==> config.mk <==
export PLATFORM = sky130hd
export DESIGN_NAME = sips4_input_cond
export DESIGN_NICKNAME = d
export VERILOG_FILES = /design/src/rtl/sips4_input_cond.sv
export SDC_FILE = /design/constraint.sdc
export NUM_CORES = 1
export LEC_CHECK = 0
export CAP_MARGIN = 40
export CORE_AREA = 2 2 105 107
export DETAILED_ROUTE_END_ITERATION = 6
export DIE_AREA = 0 0 107 109
export PLACE_DENSITY = 0.81
export SLEW_MARGIN = 25
export SYNTH_ARGS = -nofsm -noshare
export SYNTH_HDL_FRONTEND = slang
export SYNTH_SLANG_ARGS = --single-unit
==> constraint.sdc <==
create_clock -name clk -period 3 [get_ports clk]
set_input_delay 0.6 -clock clk [delete_from_list [all_inputs] [get_ports clk]]
set_output_delay 0.6 -clock clk [all_outputs]
set_load 0.05 [all_outputs]
==> src/rtl/sips4_input_cond.sv <==
// Input conditioning for four slide switches and two active-low push-buttons:
// per-channel synchronizer and debounce FSM, plus press strobes and sticky press flags.
module sips4_input_cond #(
    parameter int DEBOUNCE_CYCLES = 500000,
    parameter int SYNC_STAGES     = 2
) (
    input  logic       clk,
    input  logic       rst,
    input  logic [3:0] slide_raw,
    input  logic [1:0] button_raw,
    output logic [3:0] slide,
    output logic [1:0] button,
    output logic [1:0] press_pulse,
    output logic [1:0] press_latch,
    input  logic [1:0] clear_latch
);

    localparam int NCH = 6;
    localparam int CW  = (DEBOUNCE_CYCLES > 2) ? $clog2(DEBOUNCE_CYCLES) : 1;
    // Idle level per channel: slides rest low, active-low buttons rest high.
    localparam logic [NCH-1:0] IDLE = 6'b11_0000;

    typedef enum logic {
        ST_STABLE   = 1'b0,
        ST_CHANGING = 1'b1
    } state_t;

    logic [NCH-1:0] w_raw;
    logic [NCH-1:0] w_db;
    logic [1:0]     w_btn_next;
    logic [1:0]     r_pulse;
    logic [1:0]     r_latch;

    assign w_raw = {button_raw, slide_raw};

    generate
        for (genvar gi = 0; gi < NCH; gi++) begin : g_ch
            logic [SYNC_STAGES-1:0] r_sync;
            logic                   w_sync;
            state_t                 r_state;
            state_t                 w_state_next;
            logic [CW-1:0]          r_cnt;
            logic [CW-1:0]          w_cnt_next;
            logic                   r_out;
            logic                   w_out_next;

            always_ff @(posedge clk) begin
                if (rst) begin
                    r_sync <= {SYNC_STAGES{IDLE[gi]}};
                end else begin
                    r_sync <= {r_sync[SYNC_STAGES-2:0], w_raw[gi]};
                end
            end

            assign w_sync = r_sync[SYNC_STAGES-1];

            always_comb begin
                w_state_next = r_state;
                w_cnt_next   = r_cnt;
                w_out_next   = r_out;
                case (r_state)
                    ST_STABLE: begin
                        if (w_sync != r_out) begin
                            w_state_next = ST_CHANGING;
                            w_cnt_next   = CW'(1);
                        end else begin
                            w_cnt_next   = '0;
                        end
                    end
                    ST_CHANGING: begin
                        if (w_sync == r_out) begin
                            w_state_next = ST_STABLE;
                            w_cnt_next   = '0;
                        end else if (r_cnt == CW'(DEBOUNCE_CYCLES - 1)) begin
                            w_state_next = ST_STABLE;
                            w_cnt_next   = '0;
                            w_out_next   = w_sync;
                        end else begin
                            w_cnt_next   = r_cnt + CW'(1);
                        end
                    end
                    default: begin
                        w_state_next = ST_STABLE;
                        w_cnt_next   = '0;
                    end
                endcase
            end

            always_ff @(posedge clk) begin
                if (rst) begin
                    r_state <= ST_STABLE;
                    r_cnt   <= '0;
                    r_out   <= IDLE[gi];
                end else begin
                    r_state <= w_state_next;
                    r_cnt   <= w_cnt_next;
                    r_out   <= w_out_next;
                end
            end

            assign w_db[gi] = r_out;

            // Buttons expose their next value so the press strobe lands with the debounced edge.
            if (gi >= NCH - 2) begin : g_btn
                assign w_btn_next[gi-(NCH-2)] = w_out_next;
            end
        end
    endgenerate

    always_ff @(posedge clk) begin
        if (rst) begin
            r_pulse <= '0;
            r_latch <= '0;
        end else begin
            r_pulse <= w_db[5:4] & ~w_btn_next;
            r_latch <= r_pulse | (r_latch & ~clear_latch);
        end
    end

    assign slide       = w_db[3:0];
    assign button      = w_db[5:4];
    assign press_pulse = r_pulse;
    assign press_latch = r_latch;

endmodule

# Word-level counts from Yosys, hierarchy flattened
# Index checks and enable logic that the tools add are counted.
dict set report word_totals {
  ramBits 0
  reg_bits 142
  rom_bits 0
  latch_bits 0
  output_inout_bits 10
  word_cells 123
  memories 0
  inputBits 10
}
dict set report classes {
  mul 0
  shift 0
  eq_ne 18
  bitwise_logic 15
  addsub 6
  n_reduce_logical 4
  div_mod_pow 0
  n_mux 54
  n_lt_le_gt_ge 0
}
# cell count
set ops {}
lappend ops {{19-bit 2-to-1 mux} 12}
lappend ops {{19-bit case mux with 2 select lines} 6}
lappend ops {{19-bit by 1-bit adder with 19-bit output, second input constant} 6}
lappend ops {{19-bit == test, second input constant} 6}
lappend ops {{1-bit 2-to-1 mux} 30}
lappend ops {{1-bit case mux with 2 select lines} 6}
lappend ops {{3-bit AND reduction} 4}
lappend ops {{1-bit NOT} 10}
lappend ops {{1-bit == test} 6}
lappend ops {{1-bit != test} 6}
lappend ops {{2-bit bitwise AND} 2}
lappend ops {{2-bit NOT} 2}
lappend ops {{2-bit OR} 1}

# Logic depth before layout (Yosys ltp)
# Gate-level depths: netlist (run 1).
dict set report depth {
  depth_word 6
  depth_mapped 7
  mapped_depth_nobuf 5
}

# Least setup slack after synthesis (run 1)
# Ideal clock, no wire load.
dict set report synth_path {
  kind {register -> register}
  startpoint {register g_ch[2].r_cnt[9]}
  endpoint {register g_ch[2].r_cnt[10]}
  setup_ns 0.115
  path_buffers 1
  setup_slack_ns 0.914
  path_stages_with_launch 6
  t_arrival_ns 1.971
  period_less_slack_ns 2.086
  path_cell_list {dfxtp_1 or4b_1 or4_4 o2111ai_2 buf_4 nor2_1}
}
dict set report synth_between {
  elab_chain_len 4
  elab_cells_between_ends 5
  cone_classes {add/sub (1); eq/ne (1); mux (3)}
}
# element line
set synth_lines {}
lappend synth_lines {{start, declared} 42} ;# logic [CW-1:0] r_cnt;
lappend synth_lines {{start signal, assigned} 96} ;# r_cnt <= w_cnt_next;
lappend synth_lines {{19-bit by 1-bit adder with 19-bit output / 19-bit == test (equally long branches)} {79, 74}}
lappend synth_lines {{19-bit 2-to-1 mux (*)} 74} ;# end else if (r_cnt == CW'(DEBOUNCE_CYCLES - 1)) begin
lappend synth_lines {{19-bit 2-to-1 mux (*)} 71} ;# if (w_sync == r_out) begin
lappend synth_lines {{19-bit case mux with 2 select lines (*)} 61} ;# case (r_state)
# Mark *: on every way between the ends. The rest lies on a longest branch, timed or not.
# A chain may end at the register's enable or synchronous reset.

# Final worst setup path (run 1)
dict set report layout_path {
  startpoint {register g_ch[2].r_cnt[9]}
  endpoint {register g_ch[2].r_cnt[9]}
}
# The elaborated chain is that of the path after synthesis.

==> results by group, run 1 <==
Outcome
  • Status: finished, final reports clean

Hold path
  • End of the worst hold path: g_ch[4].r_sync[1]
  • Hold wc startpoint: g_ch[4].r_sync[0]
  • Hold Path Stages: 1
  • HP Class: register to register

Critical path
  • Startpoint types: register
  • Reg2reg end: g_ch[2].r_cnt[9]
  • Worst path arrival time: 2790 ps
  • CP endpoint kind: register
  • FF-to-FF path depth: 4
  • R2R Path Start: g_ch[2].r_cnt[9]
  • Setup CP Type: register to register
  • Max FO, Critical Path: 18
  • R2R Setup Slk: 590 ps
  • Required time of the critical path: 3380 ps

Synth
  • Yosys top cell area share: 0.462
  • Synthesized flop and latch total: 142
  • Mean Syn Cell Area: 8.74 sq um
  • Cell variety after synth: 42
  • Synth Warn #: 0
  • Synth Net Count: 720
  • Cell count after synthesis: 704
  • Most common cell in the netlist: dfxtp_1
  • Post-synthesis sequential area ratio: 0.462
  • Synth area leader: dfxtp_1
  • Ys async rst share: 0
  • Synthesized cell area: 6150 sq um
  • Prevailing post-synth register cell: dfxtp_1
  • Number of synthesized flops with an enable pin: 0
  • Area contributors post-synth: dfxtp_1 (46%), xor2_1 (6.4%), nor2_1 (5.7%)
  • Post-synth top cells: dfxtp_1 (142), nor2_1 (93), nand2_1 (46)

Drt
  • DR pass1 iterations: 5
  • DRC viols: 0
  • Vias: 5071
  • Wire per inst: 14.3 microns
  • Avg Vias per Cell: 5.79
  • Remaining antenna violation count: 0
  • Drt total wl: 12500 microns
  • 1st-iter DRT viols: 355

Placed design
  • Detailed placement HPWL: 8150 microns
  • RD Place Congestion: 0.861
  • PortBufs: 19
  • Placement Setup Slack: 631 ps
  • Dpl cell area: 6440 sq um

STA
  • Min cycle time layout: 2410 ps
  • Count of final setup violators: 0
  • Slew @ Worst Pin: 781 ps
  • Final Slew Violations: 0
  • Slew headroom: 0.480
  • Fin. Hold Viols: 0
  • Worst hold slack: 429 ps
  • F_max: 415 MHz
  • Final setup TNS: 0 ps
  • Final Cycle Share: 0.803
  • Post-Route Skew: 7.87 ps
  • RSZ-0062 raised after global routing: no
  • Worst setup margin: 591 ps

Clocking
  • # resized after CTS: 0
  • Cts hold-fix bufs: 0
  • Clk root buf: clkbuf_8
  • Num CTS Buffers: 17
  • Clock Path Buffers: 2
  • Clk_lat worst skew: 530 ps
  • CTS tree: yes
  • Clock-pin slew on the worst setup and hold paths: 60 ps
  • H-tree Lvls: 4
  • TritonCTS Sinks: 142
  • Postcts setup bufs: 0

Finish
  • NumNets Final: 739
  • Area Growth Syn to Fin: 15.4%
  • Post-route cell area: 7100 sq um
  • Layout cells sized above 1: 0.0666
  • Final core occ: 0.669
  • N_diodes: 0

Power and ir drop
  • Comb pwr share: 0.010
  • Leakage: 2.16 nW
  • Worst IR drop on VDD: 0.609 mV
  • Sw Ratio: 0.190
  • Clock power frac: 0.541
  • P_int: 3.44 mW
  • PwrDens: 598 nW/um^2
  • Sw power: 0.804 mW
  • Share of power burned in registers: 0.449

GRT
  • Grt total ovfl: 0
  • GR Util All Layers: 0.224
  • First-pass GRT wire length: 20900 microns
  • Initial antenna violation count: 0
  • Largest net degree at the start of global routing: 23
  • Vias in the first global route: 4789

Floorplanning
  • Core box area: 10600 sq um
  • Die height: 109 microns
  • Row count: 38
  • # IOs: 20
  • Die Width: 107 microns
  • Starting Density: 0.580
  • Die area: 11700 sq um

Flow run
  • Max-cap violations: 0
[power by group through the flow]
stage | Sequential (mW) | Clock, mW | Combinational [mW]
5_1_grt | 1.91 | 2.41 | 0.0465
6_report | 1.91 | 2.29 | 0.0423
2_1_floorplan | 1.94 | 0 | 0.0219
3_3_place_gp | 1.95 | 0 | 0.0405
4_1_cts | 1.91 | 2.32 | 0.0425
3_5_place_dp | 1.95 | 0 | 0.0420
[metrics by stage]
step	std cells	power, mW
3_3_place_gp	844	1.99
5_1_grt	876	4.36
4_1_cts	876	4.27
3_5_place_dp	844	1.99
2_1_floorplan	704	1.97
6_report	876	4.24
[logic make-up after synthesis]
| group | count (synthesis) | share of synthesized area |
|---|---|---|
| buffers and inverters | 55 | 0.0378 |
| multiplexers | 1 | 0.00163 |
| adder cells (fa/ha/maj) | 6 | 0.0122 |
| AND/OR/NAND/NOR | 336 | 0.294 |
| AO/OA/AOI/OAI | 90 | 0.0866 |
| XOR/XNOR | 74 | 0.105 |
| flip-flops | 142 | 0.462 |
[worst max-delay path: stages, from the launching register on]
cell	delay (ps)
dfxtp_1	360
or4b_1	520
or4_4	560
o2111ai_2	670
nor2_1	140
[area by class of cell]
| class | instances | area (sq um) |
|---|---|---|
| fill | 818 | 3510 |
| multi-input combinational | 507 | 3080 |
| sequential | 142 | 2840 |
| clock buffer | 21 | 469 |
| timing repair buffer | 24 | 228 |
| clock inverter | 11 | 185 |
| tap | 140 | 175 |
| inverter | 31 | 116 |
[per-layer routing]
layer / global-route usage / part of all wire
met2: 0.405 / 0.51
met1: 0.252 / 0.43
met5: 0 / 0
met4: 0.0835 / 0.019
met3: 0.0628 / 0.039
[registers in the layout, indices dropped and copies added, names as in the netlist]
register,cells
g_ch.r_cnt,114
g_ch.r_out,6
g_ch.r_state,6
g_ch.r_sync,12
press_latch,2
press_pulse,2
[how the worst max path moves through the flow]
stage	endpoint	cells past startpoint	start
2_1_floorplan	g_ch[2].r_cnt[10]	5	g_ch[2].r_cnt[9]
3_3_place_gp	g_ch[1].r_cnt[13]	5	rst
3_5_place_dp	g_ch[2].r_cnt[9]	4	g_ch[2].r_cnt[9]
4_1_cts	g_ch[2].r_cnt[3]	4	g_ch[2].r_cnt[9]
5_1_grt	g_ch[2].r_cnt[18]	4	g_ch[2].r_cnt[9]
6_report	g_ch[2].r_cnt[9]	4	g_ch[2].r_cnt[9]
[placed cells by master (no fill, tap or decap), types with 10 or more instances in the layout]
cell             synthesis  routed
inv_1                   31      31
nand4_1                 29      29
clkbuf_16                0      16
clkdlybuf4s50_1          0      19
o31ai_1                 13      13
nor2b_1                 10      10
nand2_1                 46      46
xor2_1                  45      45
nor2_1                  93      93
a21oi_1                 40      40
and4_1                  14      14
nand3_1                 42      42
or3_1                   19      19
xnor2_1                 29      29
dfxtp_1                142     142
nor3_1                  12      12
o21ai_0                 23      23
or4_1                   21      21
(Power assumes the default switching activity.)
==> inputs of run 2 (changes only) <==
==> constraint.sdc (replaced) <==
create_clock -name clk -period 2.25 [get_ports clk]
set_input_delay 0.45 -clock clk [delete_from_list [all_inputs] [get_ports clk]]
set_output_delay 0.45 -clock clk [all_outputs]
set_load 0.05 [all_outputs]
==> run 2 against run 1 <==
Compared with the run above:
- core utilization down 0.46 points
- clock power up 17%
- via count about the same
- register-to-register slack worse by 480 ps
- cell area down 0.69%
- sequential share of layout area up 0.28 points
- worst setup slack worse by 540 ps
- non-clock buffer count up 3
- clock-buffer cell count down 2
- sequential power up 33%
- clock skew down 2.7 ps
- final cell count up 0.34%
- critical path type is now register to output port
- largest power group unchanged
==> results by group, run 2 (synthesis gave the netlist of run 1 again) <==
Outcome
  • Status: finished, final reports clean

GRT
  • Initial antenna violation count: 0
  • Largest net degree at the start of global routing: 23
  • GR Util All Layers: 0.224
  • First-pass GRT wire length: 21100 microns
  • Vias in the first global route: 4762
  • Grt total ovfl: 0

Finish
  • Area Growth Syn to Fin: 14.6%
  • Non-Filler Instances: 879
  • Most frequent cells in the layout: dfxtp_1 (142), nor2_1 (93), nand2_1 (46)
  • NumNets Final: 742
  • N_diodes: 0
  • Max FFs per register: 114
  • Commonest non-fill, non-tap cell in the layout: dfxtp_1
  • Fill count: 822
  • Top reg by flops: g_ch.r_cnt
  • Regs by FF count: g_ch.r_cnt: 114 flops, g_ch.r_sync: 12 flops
  • Layout cells sized above 1: 0.0663

STA
  • Count of final setup violators: 0
  • Slew @ Worst Pin: 539 ps
  • Final Cycle Share: 0.975
  • Slew headroom: 0.637
  • Worst setup margin: 55.8 ps
  • Fin. Hold Viols: 0
  • F_max: 456 MHz
  • Final Slew Violations: 0
  • Worst hold slack: 431 ps
  • RSZ-0062 raised after global routing: no
  • Final setup TNS: 0 ps
  • Min cycle time layout: 2190 ps
  • Post-Route Skew: 5.15 ps

Critical path
  • Crit. Startpoint: g_ch[1].r_out
  • Cell family with most CP delay: buffers and inverters
  • Worst path arrival time: 1740 ps
  • CP endpoint kind: output port
  • Worst path slowest cell: clkdlybuf4s50_1
  • Worst-path cell chain: clkdlybuf4s50_1
  • Crit-path max cell delay: 830 ps
  • WP buf/inv: 1
  • Setup CP Type: register to output port
  • Max FO, Critical Path: 3
  • Required time of the critical path: 1800 ps
  • Startpoint types: register
  • R2R Path Start: g_ch[2].r_cnt[9]

Drt
  • Vias: 5074
  • 1st-iter DRT viols: 323
  • Drt total wl: 12400 microns
  • Wire per inst: 14.1 microns
  • Avg Vias per Cell: 5.77
  • DR pass1 iterations: 5
  • Remaining antenna violation count: 0
  • DRC viols: 0

Clocking
  • Clock-pin slew on the worst setup and hold paths: 60 ps
  • Num CTS Buffers: 17
  • Cts hold-fix bufs: 0
  • Clk root buf: clkbuf_8
  • H-tree Lvls: 4
  • Postcts setup bufs: 0
  • TritonCTS Sinks: 142
  • Clock Path Buffers: 2
  • Clk_lat worst skew: 520 ps
  • CTS tree: yes

Power and ir drop
  • Share of power burned in registers: 0.481
  • Clock power frac: 0.508
  • Comb pwr share: 0.011
  • Leakage: 2.15 nW
  • PwrDens: 750 nW/um^2
  • P_int: 4.23 mW
  • Sw Ratio: 0.199
  • Sw power: 1.05 mW
  • Worst IR drop on VDD: 0.488 mV

Hold path
  • HP Class: register to register
  • Hold wc startpoint: g_ch[4].r_sync[0]

Floorplanning
  • Die area: 11700 sq um
  • # IOs: 20
  • Die Width: 107 microns
  • Row count: 38
  • Starting Density: 0.580
  • Die height: 109 microns
  • Core box area: 10600 sq um

Placed design
  • Placement Setup Slack: 147 ps
  • RD Place Congestion: 0.896
  • Detailed placement HPWL: 8260 microns
  • PortBufs: 19
  • Inst Count DP: 847

Flow run
  • Max-cap violations: 0
-- run 2: changes by cell type in the layout (fill, tap and decap cells not counted) --
cell	previous run	this run
buf_12	0	1
buf_4	5	7
bufinv_16	5	3
clkbuf_1	0	2
clkbuf_8	5	1
clkdlybuf4s50_1	19	17
clkinv_2	4	7
clkinvlp_4	2	3
dlymetal6s2s_1	0	2
o21bai_1	0	1
o21bai_2	1	0
-- run 2: final cells by class --
class,instances,area (sq um),share of cell area
well taps,140,175,0.0249
flip-flops and latches,142,2840,0.403
repair buffers,27,268,0.0380
clock buffers,19,422,0.0598
multi-input cells,507,3080,0.437
inverters,31,116,0.0165
clock inverters,13,148,0.0209
-- run 2: worst reg2reg max path: cells and delay by family (launching register included) --
family             cells  cell delay (ps)
AOI/OAI and AO/OA      1              140
DFF                    1              370
and+or+nand+nor        3             1560
-- run 2: per-layer routing --
layer  wire length (microns)  global-route usage  up-vias
met1                    5560               0.273     2422
met2                    6220               0.374       97
met4                     182              0.0965        0
met3                     424              0.0604       17
met5                       0                   0        -
li1                        -                   -     2538
-- run 2: path summary, 6_finish.rpt --
check                                    endpoint  cells after the start  slack (ps)
worst max-delay path                     slide[1]                      1          60
worst min-delay path            g_ch[4].r_sync[1]                      1         430
worst max register to register      g_ch[2].r_out                      4         110
worst min register to register  g_ch[4].r_sync[1]                      1         430
-- run 2: per-stage QoR --
step	power, mW	util	instance area, sq um
2_1_floorplan	2.62	-	6150
3_3_place_gp	2.65	0.611	6470
3_5_place_dp	2.65	0.611	6470
4_1_cts	5.33	0.664	7040
5_1_grt	5.46	0.665	7050
6_report	5.29	0.665	7050
-- run 2: what timing repair did --
action	4_1_cts	5_1_grt
resized for setup	0	2
endpoints found under the hold margin	0	0
endpoints found under the setup margin	0	2
-- run 2: power by group through the flow --
stage	Combinational, mW	Clock (mW)	Sequential (mW)
finish	0.0591	2.69	2.54
global route	0.0642	2.85	2.54
CTS	0.0589	2.73	2.54
detailed placement	0.0581	0	2.60
global placement	0.0556	0	2.59
floorplan	0.0292	0	2.59
